File: src/rtl/psd_pkg.sv
// Shared types and default widths for the power-spectrum datapath.
// Holds the sample and FFT length defaults, the complex beat layout and the power type.
// Used by fft_power_calc, fft_bin_counter and downstream PSD blocks.
package psd_pkg;

  localparam int SAMPLE_WIDTH = 16;
  localparam int FFT_LEN_LOG2 = 10;
  localparam int OUT_WIDTH    = 2 * SAMPLE_WIDTH;

  // im occupies the upper half so the packed layout matches data = {im, re}.
  typedef struct packed {
    logic signed [SAMPLE_WIDTH-1:0] im;
    logic signed [SAMPLE_WIDTH-1:0] re;
  } cplx_t;

  typedef logic [OUT_WIDTH-1:0] power_t;

endpackage

File: src/rtl/fft_bin_counter.sv
// Bin index counter with frame resync and frame-alignment error pulse.
// Latency: bin_idx is the index of the beat being accepted now; frame_error pulses one cycle after it.
// Backpressure: none of its own; it only advances on beats accepted upstream (beat_acc).
// Ports: clk, reset (sync, active-high), beat_acc, last_in -> bin_idx, frame_error.
module fft_bin_counter
  import psd_pkg::*;
#(
  parameter int LEN_LOG2 = FFT_LEN_LOG2
) (
  input  logic                clk,
  input  logic                reset,
  input  logic                beat_acc,
  input  logic                last_in,
  output logic [LEN_LOG2-1:0] bin_idx,
  output logic                frame_error
);

  logic [LEN_LOG2-1:0] count_q, count_d;
  logic                err_q, err_d;
  logic                at_end;

  // N-1 is all ones because N is a power of two.
  assign at_end = (count_q == {LEN_LOG2{1'b1}});

  always_comb begin
    count_d = count_q;
    err_d   = 1'b0;
    if (beat_acc) begin
      // An early last or a missing last both restart the count at bin 0.
      err_d = last_in ^ at_end;
      if (last_in || at_end) begin
        count_d = '0;
      end else begin
        count_d = count_q + 1'b1;
      end
    end
  end

  always_ff @(posedge clk) begin
    if (reset) begin
      count_q <= '0;
      err_q   <= 1'b0;
    end else begin
      count_q <= count_d;
      err_q   <= err_d;
    end
  end

  assign bin_idx     = count_q;
  assign frame_error = err_q;

endmodule

File: src/rtl/fft_power_calc.sv
// Converts complex FFT bins into exact unsigned power re^2 + im^2, tagged with the bin index.
// Latency: 3 cycles (input register, squares, sum); one beat per clock.
// Backpressure: no FIFO; the whole pipeline stalls together and in_ready = !out_valid || out_ready.
// Ports: clk, reset (sync, active-high); data_in_* AXI-Stream slave {im, re};
//        data_out_* AXI-Stream master (user = bin index); frame_error pulse; frame_count (saturating).
module fft_power_calc #(
  parameter int SAMPLE_WIDTH = psd_pkg::SAMPLE_WIDTH,
  parameter int FFT_LEN_LOG2 = psd_pkg::FFT_LEN_LOG2,
  parameter int OUT_WIDTH    = 2 * SAMPLE_WIDTH
) (
  input  logic                      clk,
  input  logic                      reset,
  input  logic [2*SAMPLE_WIDTH-1:0] data_in_data,
  input  logic                      data_in_valid,
  input  logic                      data_in_last,
  output logic                      data_in_ready,
  output logic [OUT_WIDTH-1:0]      data_out_data,
  output logic [FFT_LEN_LOG2-1:0]   data_out_user,
  output logic                      data_out_valid,
  output logic                      data_out_last,
  input  logic                      data_out_ready,
  output logic                      frame_error,
  output logic [31:0]               frame_count
);

  localparam int PW = 2 * SAMPLE_WIDTH;

  // S1: operand registers (DSP A/B registers).
  logic signed [SAMPLE_WIDTH-1:0] re1_q, re1_d, im1_q, im1_d;
  logic                           last1_q, last1_d, vld1_q, vld1_d;
  logic [FFT_LEN_LOG2-1:0]        user1_q, user1_d;
  // S2: product registers (DSP M registers).
  logic signed [PW-1:0]           re_sq_q, re_sq_d, im_sq_q, im_sq_d;
  logic                           last2_q, last2_d, vld2_q, vld2_d;
  logic [FFT_LEN_LOG2-1:0]        user2_q, user2_d;
  // S3: sum register (DSP P register), drives data_out directly.
  logic [OUT_WIDTH-1:0]           pwr_q, pwr_d;
  logic                           last3_q, last3_d, vld3_q, vld3_d;
  logic [FFT_LEN_LOG2-1:0]        user3_q, user3_d;
  logic [31:0]                    fc_q, fc_d;

  logic                           en;
  logic                           in_acc;
  logic                           out_acc;
  logic [PW-1:0]                  sum;
  logic [FFT_LEN_LOG2-1:0]        bin_idx;

  assign en            = !vld3_q || data_out_ready;
  assign data_in_ready = en;
  assign in_acc        = data_in_valid && en;
  assign out_acc       = vld3_q && data_out_ready;

  // Both squares are non-negative and together peak at 2^(PW-1), so an
  // unsigned PW-bit sum cannot overflow.
  assign sum = $unsigned(re_sq_q) + $unsigned(im_sq_q);

  fft_bin_counter #(
    .LEN_LOG2 (FFT_LEN_LOG2)
  ) u_bin_counter (
    .clk         (clk),
    .reset       (reset),
    .beat_acc    (in_acc),
    .last_in     (data_in_last),
    .bin_idx     (bin_idx),
    .frame_error (frame_error)
  );

  always_comb begin
    re1_d   = re1_q;
    im1_d   = im1_q;
    last1_d = last1_q;
    user1_d = user1_q;
    vld1_d  = vld1_q;
    re_sq_d = re_sq_q;
    im_sq_d = im_sq_q;
    last2_d = last2_q;
    user2_d = user2_q;
    vld2_d  = vld2_q;
    pwr_d   = pwr_q;
    last3_d = last3_q;
    user3_d = user3_q;
    vld3_d  = vld3_q;
    fc_d    = fc_q;

    // Payload registers load on every enabled cycle; the valid bits carry
    // bubbles through unchanged so empty slots are never collapsed.
    if (en) begin
      re1_d   = data_in_data[SAMPLE_WIDTH-1:0];
      im1_d   = data_in_data[2*SAMPLE_WIDTH-1:SAMPLE_WIDTH];
      last1_d = data_in_last;
      user1_d = bin_idx;
      vld1_d  = data_in_valid;

      re_sq_d = re1_q * re1_q;
      im_sq_d = im1_q * im1_q;
      last2_d = last1_q;
      user2_d = user1_q;
      vld2_d  = vld1_q;

      pwr_d   = OUT_WIDTH'(sum);
      last3_d = last2_q;
      user3_d = user2_q;
      vld3_d  = vld2_q;
    end

    if (out_acc && last3_q && (fc_q != 32'hFFFF_FFFF)) begin
      fc_d = fc_q + 32'd1;
    end
  end

  always_ff @(posedge clk) begin
    if (reset) begin
      re1_q   <= '0;
      im1_q   <= '0;
      last1_q <= 1'b0;
      user1_q <= '0;
      vld1_q  <= 1'b0;
      re_sq_q <= '0;
      im_sq_q <= '0;
      last2_q <= 1'b0;
      user2_q <= '0;
      vld2_q  <= 1'b0;
      pwr_q   <= '0;
      last3_q <= 1'b0;
      user3_q <= '0;
      vld3_q  <= 1'b0;
      fc_q    <= '0;
    end else begin
      re1_q   <= re1_d;
      im1_q   <= im1_d;
      last1_q <= last1_d;
      user1_q <= user1_d;
      vld1_q  <= vld1_d;
      re_sq_q <= re_sq_d;
      im_sq_q <= im_sq_d;
      last2_q <= last2_d;
      user2_q <= user2_d;
      vld2_q  <= vld2_d;
      pwr_q   <= pwr_d;
      last3_q <= last3_d;
      user3_q <= user3_d;
      vld3_q  <= vld3_d;
      fc_q    <= fc_d;
    end
  end

  assign data_out_data  = pwr_q;
  assign data_out_user  = user3_q;
  assign data_out_last  = last3_q;
  assign data_out_valid = vld3_q;
  assign frame_count    = fc_q;

endmodule
File: config.mk
export PLATFORM = sky130hd
export DESIGN_NAME = fft_power_calc
export DESIGN_NICKNAME = d
export VERILOG_FILES = /design/src/rtl/psd_pkg.sv /design/src/rtl/fft_bin_counter.sv /design/src/rtl/fft_power_calc.sv
export SDC_FILE = /design/constraint.sdc
export NUM_CORES = 2
export LEC_CHECK = 0
export BUFFER_PORTS_ARGS = -buffer_cell sky130_fd_sc_hd__buf_2
export CAP_MARGIN = 20
export CORE_AREA = 2 2 232 234
export CTS_BUF_LIST = sky130_fd_sc_hd__clkbuf_2
export DETAILED_ROUTE_END_ITERATION = 16
export DIE_AREA = 0 0 234 236
export PLACE_DENSITY = 0.79
export SLEW_MARGIN = 5
export SYNTH_ARGS = -nofsm -noshare
export SYNTH_HDL_FRONTEND = slang
export SYNTH_SLANG_ARGS = --single-unit
File: constraint.sdc
create_clock -name clk -period 6.55 [get_ports clk]
set_clock_uncertainty 0.2 [all_clocks]
set_input_delay 1.31 -clock clk [delete_from_list [all_inputs] [get_ports clk]]
set_output_delay 1.31 -clock clk [all_outputs]
set_load 0.05 [all_outputs]
==> results.sh <==
export IMPL_register_area_um2=4160
export IMPL_drt_iter0_drc=1218
export IMPL_finalSetupViolations=1
export IMPL_via_per_inst=5.15
export IMPL_final_min_clock_period_ps=6600
export IMPL_pwr_share_clk_pct=11.9
export IMPL_synthesis_nets=3691
export IMPL_top_layer="met4"
export IMPL_gp_congestion=0.894
export IMPL_grt_pass1_wl_um=97500
export IMPL_die_h_um=236
export IMPL_seq_area_frac_synth_pct=15.7
export IMPL_cts_tree="done"
export IMPL_area_delta_synth_final_pct=9.77
export IMPL_nNetsFinal=3867
export IMPL_crit_type="reg -> reg"
export IMPL_worst_pin_slew_ps=1030
export IMPL_synth_enable_flop_cells=0
export IMPL_synth_flop_cell="dfxtp_1"
export IMPL_io_buffers=114
export IMPL_final_cells=3879
export IMPL_async_flop_share_pct=0
export IMPL_postPlaceCellArea_um2=28000
export IMPL_power_internal_uw=3860
export IMPL_cts_clk_slew_worst_paths_ps=100
export IMPL_switching_share_pct=47.3
export IMPL_grt_usage_pct=21.6
export IMPL_leakagePower_uw=0.0147
export IMPL_cp_max_fo=5
export IMPL_fillers=4751
export IMPL_cp_end_kind="flop"
export IMPL_cts_sinks=205
export IMPL_final_layout_size_suffix_gt1_share_pct=12.1
export IMPL_crit_arrival_ps=7190
export IMPL_synth_cell_types=69
export IMPL_p_comb_share_pct=66.0
export IMPL_fin_area_um2=28700
export IMPL_cts_root_buf="clkbuf_2"
export IMPL_drt_total_wl_um=56900
export IMPL_cellPowerDensity_nw_per_um2=255
export IMPL_cp_start_kind="flop"
export IMPL_power_uw=7310
export IMPL_hpwl_um=46200
export IMPL_finalHoldViolations=0
export IMPL_synthCells=2975
export IMPL_synth_warnings=0
export IMPL_die_w_um=234
export IMPL_grt_pass1_vias=21250
export IMPL_firstDrtPassIters=8
export IMPL_ctsHtreeMaxLevel=2
export IMPL_initial_core_util_pct=49.3
export IMPL_max_cap_viol_count=0
export IMPL_num_rows=85
export IMPL_clkLatencyLatePin_ps=1030
export IMPL_wl_met3_um=2930
export IMPL_final_antenna_net_count=0
export IMPL_multiInputGateArea_um2=19400
export IMPL_antenna_found_initial=2
export IMPL_dr_wl_met2_um=28900
export IMPL_grt_max_degree=146
export IMPL_die_area_um2=55200
export IMPL_cts_hold_buffers_added=0
export IMPL_status="complete, but fails checks"
export IMPL_switching_power_uw=3460
export IMPL_max_vdd_ir_drop_mv=0.202
export IMPL_synth_avg_cell_area_um2=8.79
export IMPL_setup_ws_ps=-50.3
export IMPL_synth_seq_cells=205
export IMPL_worstPathRequired_ps=7140
export IMPL_met1_length_um=23200
export IMPL_hold_path_class="reg -> reg"
export IMPL_design_core_area_um2=53100
export IMPL_dp_cells=3786
export IMPL_clockBufferDepth=3
export IMPL_synth_area_um2=26200
export IMPL_drv_slew=0
export IMPL_drc=0
export IMPL_seq_power_share_pct=22.2
export IMPL_max_slew_margin_pct=31.5
export IMPL_ioPinCount=115
export IMPL_rsz0062_at_grt="true"
export IMPL_avgRoutedWirePerCell_um=14.7
export IMPL_cts_buffers=55
export IMPL_gr_total_overflow=0
export IMPL_finalCritPeriodShare_pct=101
export IMPL_vias=19972
export IMPL_violations="setup timing"
export IMPL_fmax_ghz=0.152
[synth_stat cells, drive strengths merged (11+ instances only)]
master  count  area share [%]
a211oi     20            0.57
nand4      17            0.41
and3       21            0.50
nor2b      14            0.33
fa        474              36
inv       659             9.5
clkbuf     96             1.4
nor2      166             2.4
and2       80             1.9
ha        205             9.8
nand2     420             6.0
nand3      36            0.71
or3        11            0.26
a21o       32            0.92
xor2       56             1.9
dfxtp     205              16
xnor2      83             2.8
nor3       17            0.37
a21oi     179             3.4
nand2b     17            0.41
o21ai      57             1.1
[logic make-up after synthesis]
group / count (synthesis) / share of synthesized area (%)
AOI/OAI and AO/OA: 360 / 8.44
xor gates and xnor gates: 139 / 4.65
adders and majority gates: 679 / 46.1
buffers and inverters: 762 / 10.9
DFF: 205 / 15.7
muxes: 5 / 0.196
and+or+nand+nor: 825 / 14.0
[worst max-delay path: stages (launching register included)]
cell	delay (ps)
dfxtp_2	350
buf_4	140
clkinvlp_4	150
nor2_2	50
buf_4	140
fa_1	490
inv_1	60
fa_2	570
fa_2	460
fa_1	550
inv_1	50
fa_1	470
inv_1	50
fa_1	370
inv_2	80
ha_4	210
buf_4	150
nor2b_1	130
o31ai_2	360
a21oi_2	160
o211ai_4	230
a21oi_2	90
o311a_1	310
or3_1	300
a32o_1	240
[per-stage QoR]
step                      utilization, %  TNS, ps  hold slack (ps)  worst slack, ps
after global placement              52.8        0              237             65.0
after CTS                           53.8        0              232             2.15
after detailed placement            52.8    -6.36              243            -6.36
final                               54.1    -50.3              252            -50.3
after floorplan                        -        0              229             29.8
after global routing                54.1     -342              242             -263
[layout make-up]
type                    count  share of cell area (%)
clock inverters            15                   0.270
inverters                 660                    8.65
clock buffers              72                    1.25
diodes                      2                  0.0174
multi-input cells        2008                    67.4
flip-flops and latches    205                    14.5
well taps                 696                    3.03
repair buffers            221                    4.93
[worst paths after layout]
path | depth (start not counted) | start | slack (ps) | endpoint
max | 24 | re1_q[9] | -50 | re_sq_q[28]
max reg2reg | 24 | re1_q[9] | -50 | re_sq_q[28]
min | 2 | user2_q[7] | 250 | data_out_user[7]
min reg2reg | 2 | user2_q[7] | 250 | data_out_user[7]
[sequential cells by signal (all words and copies together), names as in the netlist, 10 cells and up]
register               cells
data_out_data             32
frame_count               32
im_sq_q                   31
re_sq_q                   31
im1_q                     16
re1_q                     16
data_out_user             10
u_bin_counter.bin_idx     10
user1_q                   10
user2_q                   10
[placed cells by master, fill, tap and decap left out, drive strengths merged, types with 36 or more instances in the layout]
| cell | n |
|---|---|
| a21oi | 179 |
| and2 | 80 |
| buf | 221 |
| clkbuf | 72 |
| dfxtp | 205 |
| fa | 474 |
| ha | 205 |
| inv | 660 |
| nand2 | 420 |
| nand3 | 36 |
| nor2 | 166 |
| o21ai | 57 |
| xnor2 | 83 |
| xor2 | 56 |
[per-layer routing]
metal  vias up  global-route usage [%]
met5         -                       0
met4         0                    7.77
met3       120                    3.40
met2       459                    37.9
met1      9934                    26.7
li1       9459                       -
[power groups by stage]
stage	Clock [uW]	Sequential (uW)	Combinational (uW)
final	867	1620	4830
after detailed placement	0	1650	4740
after global routing	961	1640	5490
after floorplan	0	1820	3430
after global placement	0	1640	4610
after CTS	899	1620	4790
[what timing repair did]
item | 4_1_cts | 5_1_grt
setup buffers | 3 | 1
gates resized for setup | 29 | 46
pin swaps | 8 | 7
endpoints found under the setup margin | 5 | 15
cloned | 0 | 0
Note: power is estimated with default switching activity, not from simulation.
